===== src/rtl/seg_pkg.sv =====
// Shared segment-bus constants used by the 7-segment scan driver and the capture block.
package seg_pkg;

  localparam int unsigned SEG_A  = 0;
  localparam int unsigned SEG_B  = 1;
  localparam int unsigned SEG_C  = 2;
  localparam int unsigned SEG_D  = 3;
  localparam int unsigned SEG_E  = 4;
  localparam int unsigned SEG_F  = 5;
  localparam int unsigned SEG_G  = 6;
  localparam int unsigned SEG_DP = 7;

  // Glyphs are {g,f,e,d,c,b,a}.
  localparam logic [6:0] GLYPH_0     = 7'h3F;
  localparam logic [6:0] GLYPH_1     = 7'h06;
  localparam logic [6:0] GLYPH_2     = 7'h5B;
  localparam logic [6:0] GLYPH_3     = 7'h4F;
  localparam logic [6:0] GLYPH_4     = 7'h66;
  localparam logic [6:0] GLYPH_5     = 7'h6D;
  localparam logic [6:0] GLYPH_6     = 7'h7D;
  localparam logic [6:0] GLYPH_7     = 7'h07;
  localparam logic [6:0] GLYPH_8     = 7'h7F;
  localparam logic [6:0] GLYPH_9     = 7'h6F;
  localparam logic [6:0] GLYPH_A     = 7'h77;
  localparam logic [6:0] GLYPH_B     = 7'h7C;
  localparam logic [6:0] GLYPH_C     = 7'h39;
  localparam logic [6:0] GLYPH_D     = 7'h5E;
  localparam logic [6:0] GLYPH_E     = 7'h79;
  localparam logic [6:0] GLYPH_F     = 7'h71;
  localparam logic [6:0] GLYPH_DASH  = 7'h40;
  localparam logic [6:0] GLYPH_BLANK = 7'h00;

  localparam logic [7:0] ASCII_BLANK = 8'h20;
  localparam logic [7:0] ASCII_QMARK = 8'h3F;

  typedef enum logic {StCollect, StPublish} cap_state_e;

  typedef enum logic [1:0] {PosBlank, PosValid, PosIllegal} pos_class_e;

  function automatic pos_class_e classify_pos(input logic [3:0] pos);
    pos_class_e cls;
    if (pos == 4'b0000) begin
      cls = PosBlank;
    end else if ((pos & (pos - 4'd1)) == 4'b0000) begin
      cls = PosValid;
    end else begin
      cls = PosIllegal;
    end
    return cls;
  endfunction

endpackage


===== src/rtl/seg_glyph_decode.sv =====
// Combinational 7-segment glyph to ASCII decoder; unknown patterns map to '?'.
module seg_glyph_decode
  import seg_pkg::*;
(
  input  logic [6:0] pattern_i,
  output logic [7:0] ascii_o,
  output logic       legal_o
);

  always_comb begin
    ascii_o = ASCII_QMARK;
    legal_o = 1'b1;
    case (pattern_i)
      GLYPH_0:     ascii_o = 8'h30;
      GLYPH_1:     ascii_o = 8'h31;
      GLYPH_2:     ascii_o = 8'h32;
      GLYPH_3:     ascii_o = 8'h33;
      GLYPH_4:     ascii_o = 8'h34;
      GLYPH_5:     ascii_o = 8'h35;
      GLYPH_6:     ascii_o = 8'h36;
      GLYPH_7:     ascii_o = 8'h37;
      GLYPH_8:     ascii_o = 8'h38;
      GLYPH_9:     ascii_o = 8'h39;
      GLYPH_A:     ascii_o = 8'h41;
      GLYPH_B:     ascii_o = 8'h42;
      GLYPH_C:     ascii_o = 8'h43;
      GLYPH_D:     ascii_o = 8'h44;
      GLYPH_E:     ascii_o = 8'h45;
      GLYPH_F:     ascii_o = 8'h46;
      GLYPH_DASH:  ascii_o = 8'h2D;
      GLYPH_BLANK: ascii_o = ASCII_BLANK;
      default: begin
        ascii_o = ASCII_QMARK;
        legal_o = 1'b0;
      end
    endcase
  end

endmodule


===== src/rtl/seg_scan_capture.sv =====
// Reconstructs the 4-character string shown on a scanned 7-segment display bus.
module seg_scan_capture
  import seg_pkg::*;
#(
  parameter int unsigned P_STABLE  = 16,
  parameter int unsigned P_TIMEOUT = 2_000_000
) (
  input  logic        clk,
  input  logic        rst,
  input  logic [3:0]  i_seg_pos,
  input  logic [7:0]  i_seg,
  output logic [31:0] o_data,
  output logic [3:0]  o_dp,
  output logic        o_valid,
  output logic        o_changed,
  output logic        o_err,
  output logic        o_timeout
);

  localparam int unsigned RunW = $clog2(P_STABLE + 1);
  localparam int unsigned TmoW = $clog2(P_TIMEOUT + 1);
  localparam logic [RunW-1:0] RunMax = RunW'(P_STABLE);
  localparam logic [TmoW-1:0] TmoMax = TmoW'(P_TIMEOUT);

  logic [3:0]       s_pos_q, p_pos_q;
  logic [7:0]       s_seg_q, p_seg_q;
  logic [RunW-1:0]  run_q, run_d;
  logic [TmoW-1:0]  tmo_cnt_q, tmo_cnt_d;
  logic [3:0]       mask_q, mask_d;
  logic [3:0][7:0]  shadow_q, data_q;
  logic [3:0]       dp_sh_q, dp_q;
  logic             valid_q, changed_q, err_q, tmo_q, tmo_d, err_d;
  cap_state_e       state_q;

  pos_class_e pos_class;
  logic       same, accept, publish;
  logic [7:0] glyph_ascii;
  logic       glyph_legal;

  seg_glyph_decode u_decode (
    .pattern_i(s_seg_q[6:0]),
    .ascii_o  (glyph_ascii),
    .legal_o  (glyph_legal)
  );

  always_comb begin
    pos_class = classify_pos(s_pos_q);
    same      = {s_pos_q, s_seg_q} == {p_pos_q, p_seg_q};
    // Fires on the single cycle the run counter would step onto P_STABLE.
    accept    = (pos_class == PosValid) && same && (run_q == RunW'(P_STABLE - 1));
    publish   = (state_q == StCollect) && (mask_q == 4'hF);

    if (pos_class != PosValid) begin
      run_d = '0;
    end else if (!same) begin
      run_d = RunW'(1);
    end else if (run_q != RunMax) begin
      run_d = run_q + RunW'(1);
    end else begin
      run_d = run_q;
    end

    mask_d = publish ? 4'h0 : mask_q;
    if (accept) begin
      mask_d = mask_d | s_pos_q;
    end

    err_d = ((pos_class == PosIllegal) && !same) || (accept && !glyph_legal);

    if (publish) begin
      tmo_cnt_d = '0;
      tmo_d     = 1'b0;
    end else begin
      tmo_cnt_d = (tmo_cnt_q == TmoMax) ? tmo_cnt_q : tmo_cnt_q + TmoW'(1);
      tmo_d     = tmo_q || (tmo_cnt_d == TmoMax);
    end
  end

  always_ff @(posedge clk or posedge rst) begin
    if (rst) begin
      s_pos_q   <= '0;
      s_seg_q   <= '0;
      p_pos_q   <= '0;
      p_seg_q   <= '0;
      run_q     <= '0;
      tmo_cnt_q <= '0;
      mask_q    <= '0;
      shadow_q  <= {4{ASCII_BLANK}};
      dp_sh_q   <= '0;
      data_q    <= {4{ASCII_BLANK}};
      dp_q      <= '0;
      valid_q   <= 1'b0;
      changed_q <= 1'b0;
      err_q     <= 1'b0;
      tmo_q     <= 1'b0;
      state_q   <= StCollect;
    end else begin
      s_pos_q   <= i_seg_pos;
      s_seg_q   <= i_seg;
      p_pos_q   <= s_pos_q;
      p_seg_q   <= s_seg_q;
      run_q     <= run_d;
      tmo_cnt_q <= tmo_cnt_d;
      tmo_q     <= tmo_d;
      mask_q    <= mask_d;
      err_q     <= err_d;
      valid_q   <= publish;
      changed_q <= publish && (shadow_q != data_q);
      if (publish) begin
        data_q <= shadow_q;
        dp_q   <= dp_sh_q;
      end
      for (int i = 0; i < 4; i++) begin
        if (accept && s_pos_q[i]) begin
          shadow_q[i] <= glyph_ascii;
          dp_sh_q[i]  <= s_seg_q[SEG_DP];
        end
      end
      unique case (state_q)
        StCollect: if (mask_q == 4'hF) state_q <= StPublish;
        StPublish: state_q <= StCollect;
      endcase
    end
  end

  assign o_data    = data_q;
  assign o_dp      = dp_q;
  assign o_valid   = valid_q;
  assign o_changed = changed_q;
  assign o_err     = err_q;
  assign o_timeout = tmo_q;

endmodule


===== config.mk =====
export PLATFORM = sky130hd
export DESIGN_NAME = seg_scan_capture
export DESIGN_NICKNAME = d
export VERILOG_FILES = /design/src/rtl/seg_pkg.sv /design/src/rtl/seg_glyph_decode.sv /design/src/rtl/seg_scan_capture.sv
export SDC_FILE = /design/constraint.sdc
export NUM_CORES = 1
export LEC_CHECK = 0
export ABC_AREA = 1
export BUFFER_PORTS_ARGS = -buffer_cell sky130_fd_sc_hd__clkbuf_2
export CAP_MARGIN = 15
export CORE_MARGIN = 3
export CORE_UTILIZATION = 50
export DETAILED_ROUTE_END_ITERATION = 10
export PLACE_DENSITY = 0.72
export RECOVER_POWER = 25
export SLEW_MARGIN = 20
export SYNTH_ARGS = -nofsm -noshare
export SYNTH_HDL_FRONTEND = slang
export SYNTH_HIERARCHICAL = 1
export SYNTH_SLANG_ARGS = --single-unit

===== constraint.sdc =====
create_clock -name clk -period 7.14 [get_ports clk]
set_input_delay 1.071 -clock clk [delete_from_list [all_inputs] [get_ports clk]]
set_output_delay 1.071 -clock clk [all_outputs]
set_load 0.02 [all_outputs]

==> impl_metrics.env <==
export IMPL_status="finished, violations left"
export IMPL_violations="max-capacitance violations, max-slew violations"
export IMPL_hold_depth=0
export IMPL_ys_ff_latch=130
export IMPL_numPortBuffers=53
export IMPL_overflow=0
export IMPL_fin_cells=1003
export IMPL_syn_to_final_growth_pct=15.8
export IMPL_critPathRequiredTime_ns=7.54
export IMPL_vias=5020
export IMPL_yosysSeqAreaShare=0.513
export IMPL_min_from="s_seg_q[7]"
export IMPL_nFillCells=1099
export IMPL_initial_core_util=0.521
export IMPL_grt_pass1_vias=4787
export IMPL_final_common_cell="nand2_1"
export IMPL_fin_tns_setup_ns=0
export IMPL_track_usage=0.202
export IMPL_dpl_hpwl_mm=9.63
export IMPL_r2r_end="o_timeout"
export IMPL_p_leak_nw=3.60
export IMPL_end_kind="async pin"
export IMPL_fin_crit_sh=0.422
export IMPL_drc=0
export IMPL_nets=841
export IMPL_drive_above_1_share=0.159
export IMPL_startpoint_type="input pin"
export IMPL_numCtsBuffers=17
export IMPL_grt_max_degree=80
export IMPL_slew_limit_headroom=-0.483
export IMPL_max_freq_mhz=332
export IMPL_cts_hold_buffers=0
export IMPL_drv_cap=1
export IMPL_synth_nets=784
export IMPL_placed_cells=971
export IMPL_design_die_area_mm2=0.0141
export IMPL_cts_root_buf="clkbuf_16"
export IMPL_tightest_slew_ns=2.21
export IMPL_clkSlewWorstSetupHoldPaths_ns=0.05
export IMPL_synth_edf_count=0
export IMPL_power_frac_seq=0.446
export IMPL_final_cell_mix="nand2_1 (251), dfrtp_1 (122), nor2_1 (88)"
export IMPL_grt_pass1_wl_mm=22.9
export IMPL_cp_slowest_cell="clkinvlp_2"
export IMPL_cp_arrival_ns=3.42
export IMPL_vdd_ir_drop_max_uv=226
export IMPL_p_clk_frac=0.524
export IMPL_drv_slew=53
export IMPL_io_pins=54
export IMPL_vias_per_cell=5.00
export IMPL_wirelength_mm=13.4
export IMPL_ys_flop_type="dfrtp_1"
export IMPL_whs_endpoint="p_seg_q[7]"
export IMPL_p_switching_w=0.000351
export IMPL_dieHeight_um=119
export IMPL_swShare=0.207
export IMPL_intPower_w=0.00134
export IMPL_synth_cell_types=40
export IMPL_grt_setup_unrepaired="no"
export IMPL_netlist_area_mm2=0.00637
export IMPL_ant_nets=0
export IMPL_p_per_area_mw_per_mm2=230
export IMPL_clock_skew_ns=0.0101
export IMPL_routabilityCongestion=0.852
export IMPL_core_area_mm2=0.0122
export IMPL_antenna_found_initial=0
export IMPL_cts_sinks=130
export IMPL_rrSetupSlack_ns=5.23
export IMPL_setup_violations=0
export IMPL_drt_iter0_markers=315
export IMPL_first_pass_iters=4
export IMPL_power_frac_comb=0.030
export IMPL_worstSetupPathType="in2async"
export IMPL_rr_worst_depth=11
export IMPL_clk_latency_ns=0.42
export IMPL_cts_max_level=4
export IMPL_min_period_ns=3.02
export IMPL_worstPathCellList="clkbuf_2, clkinvlp_2, buf_4"
export IMPL_yosys_warnings=6
export IMPL_die_w_um=119
export IMPL_cts_resized=0
export IMPL_p_total_w=0.00169
export IMPL_clockBufferDepth=2
export IMPL_r2r_start="tmo_cnt_q[0]"
export IMPL_synthCells=765
export IMPL_async_reset_ff_frac=1.00
export IMPL_tritoncts="done"
export IMPL_std_cell_rows=40
export IMPL_hp_class="reg2reg"
export IMPL_slowest_delay_ns=1.25
export IMPL_syn_area_per_cell_um2=8.32
export IMPL_n_antenna_cell=0
export IMPL_cts_setup_buffers=0
export IMPL_finalHoldViolCount=0
export IMPL_wire_per_inst_um=13.4
export IMPL_path_max_fanout=79
==> cell type report <==
class	instances	area (µm²)	share of cell area
repair buffers	55	279	0.0378
well taps	168	210	0.0285
clock buffers	23	488	0.0662
multi-input cells	548	2740	0.372
flip-flops and latches	130	3260	0.442
clock inverters	9	128	0.0173
inverters	70	264	0.0358
==> sequential cells by signal (all words and copies together) (netlist names) <==
name       count
s_pos_q        4
p_seg_q        8
o_dp           4
mask_q         4
tmo_cnt_q     21
o_timeout      1
state_q        1
run_q          5
o_data        32
p_pos_q        4
s_seg_q        8
o_changed      1
dp_sh_q        4
o_err          1
shadow_q      32
==> kinds of logic (layout without fill, tap and decap cells) <==
kind of cell,count (synthesis),in the layout,synth area share
adders and majority gates,5,5,0.00983
AOI/OAI and AO/OA,72,72,0.0660
buffers and inverters,87,157,0.0578
other,1,1,0.000589
DFF,130,130,0.513
xor gates and xnor gates,42,42,0.0578
and+or+nand+nor,428,428,0.295
==> power groups by stage <==
stage	logic, W	clock network [W]	registers, W
final	0.0000509	0.000888	0.000755
after global routing	0.0000589	0.000943	0.000756
after CTS	0.0000525	0.000906	0.000755
after detailed placement	0.0000524	0	0.000768
after global placement	0.0000509	0	0.000767
after floorplan	0.0000373	0	0.000765
==> metrics by stage <==
stage / setup slack (ns) / hold WS, ns / area (µm²) / util
after global routing: 3.63 / 0.472 / 7370 / 0.604
after CTS: 4.89 / 0.430 / 7380 / 0.604
after global placement: 4.49 / 0.409 / 6760 / 0.554
final: 4.12 / 0.424 / 7370 / 0.604
after detailed placement: 4.43 / 0.418 / 6760 / 0.554
after floorplan: 2.61 / 0.387 / 6370 / -
==> critical path, delay by kind of cell <==
family / cells / cell delay, ns
buf+inv: 3 / 2.29
==> Yosys cell counts, types with 3 or more instances <==
| master | instances | area [µm²] |
|---|---|---|
| nand2_1 | 251 | 942 |
| dfrtp_1 | 122 | 3050 |
| nor2_1 | 89 | 334 |
| inv_1 | 68 | 255 |
| xnor2_1 | 35 | 307 |
| nand3_1 | 34 | 170 |
| o21ai_1 | 27 | 135 |
| nand4_1 | 18 | 113 |
| o21ai_0 | 15 | 75.1 |
| a21oi_1 | 13 | 65.1 |
| o21ai_2 | 11 | 96.3 |
| dfstp_2 | 8 | 210 |
| clkbuf_1 | 7 | 26.3 |
| xor2_1 | 7 | 61.3 |
| ha_1 | 5 | 62.6 |
| nand2_2 | 5 | 31.3 |
| buf_6 | 4 | 45.0 |
| nand3_4 | 4 | 70.1 |
| nand3b_1 | 4 | 30.0 |
| nor2_2 | 4 | 25.0 |
| nor2_4 | 4 | 45.0 |
| or2_2 | 4 | 25.0 |
| buf_2 | 3 | 15.0 |
| nor3_1 | 3 | 15.0 |
| or2_1 | 3 | 18.8 |
==> worst max path at each step <==
stage | start | end | slack, ns | cells after the start
floorplan | rst | dp_sh_q[0] | 2.61 | 1
global placement | rst | o_data[30] | 4.49 | 3
detailed placement | rst | o_data[30] | 4.43 | 3
CTS | rst | o_data[30] | 4.89 | 3
global route | rst | shadow_q[31] | 3.63 | 3
finish | rst | o_data[28] | 4.12 | 3
==> per-layer routing <==
metal | global-route usage | wire [µm] | part of all wire | vias to the layer above
met3 | 0.0456 | 601 | 0.045 | 10
met5 | 0 | 0 | 0 | -
met4 | 0.0666 | 145 | 0.011 | 0
met2 | 0.333 | 6610 | 0.49 | 98
li1 | - | - | - | 2533
met1 | 0.266 | 6080 | 0.45 | 2379
(Power assumes the default switching activity.)
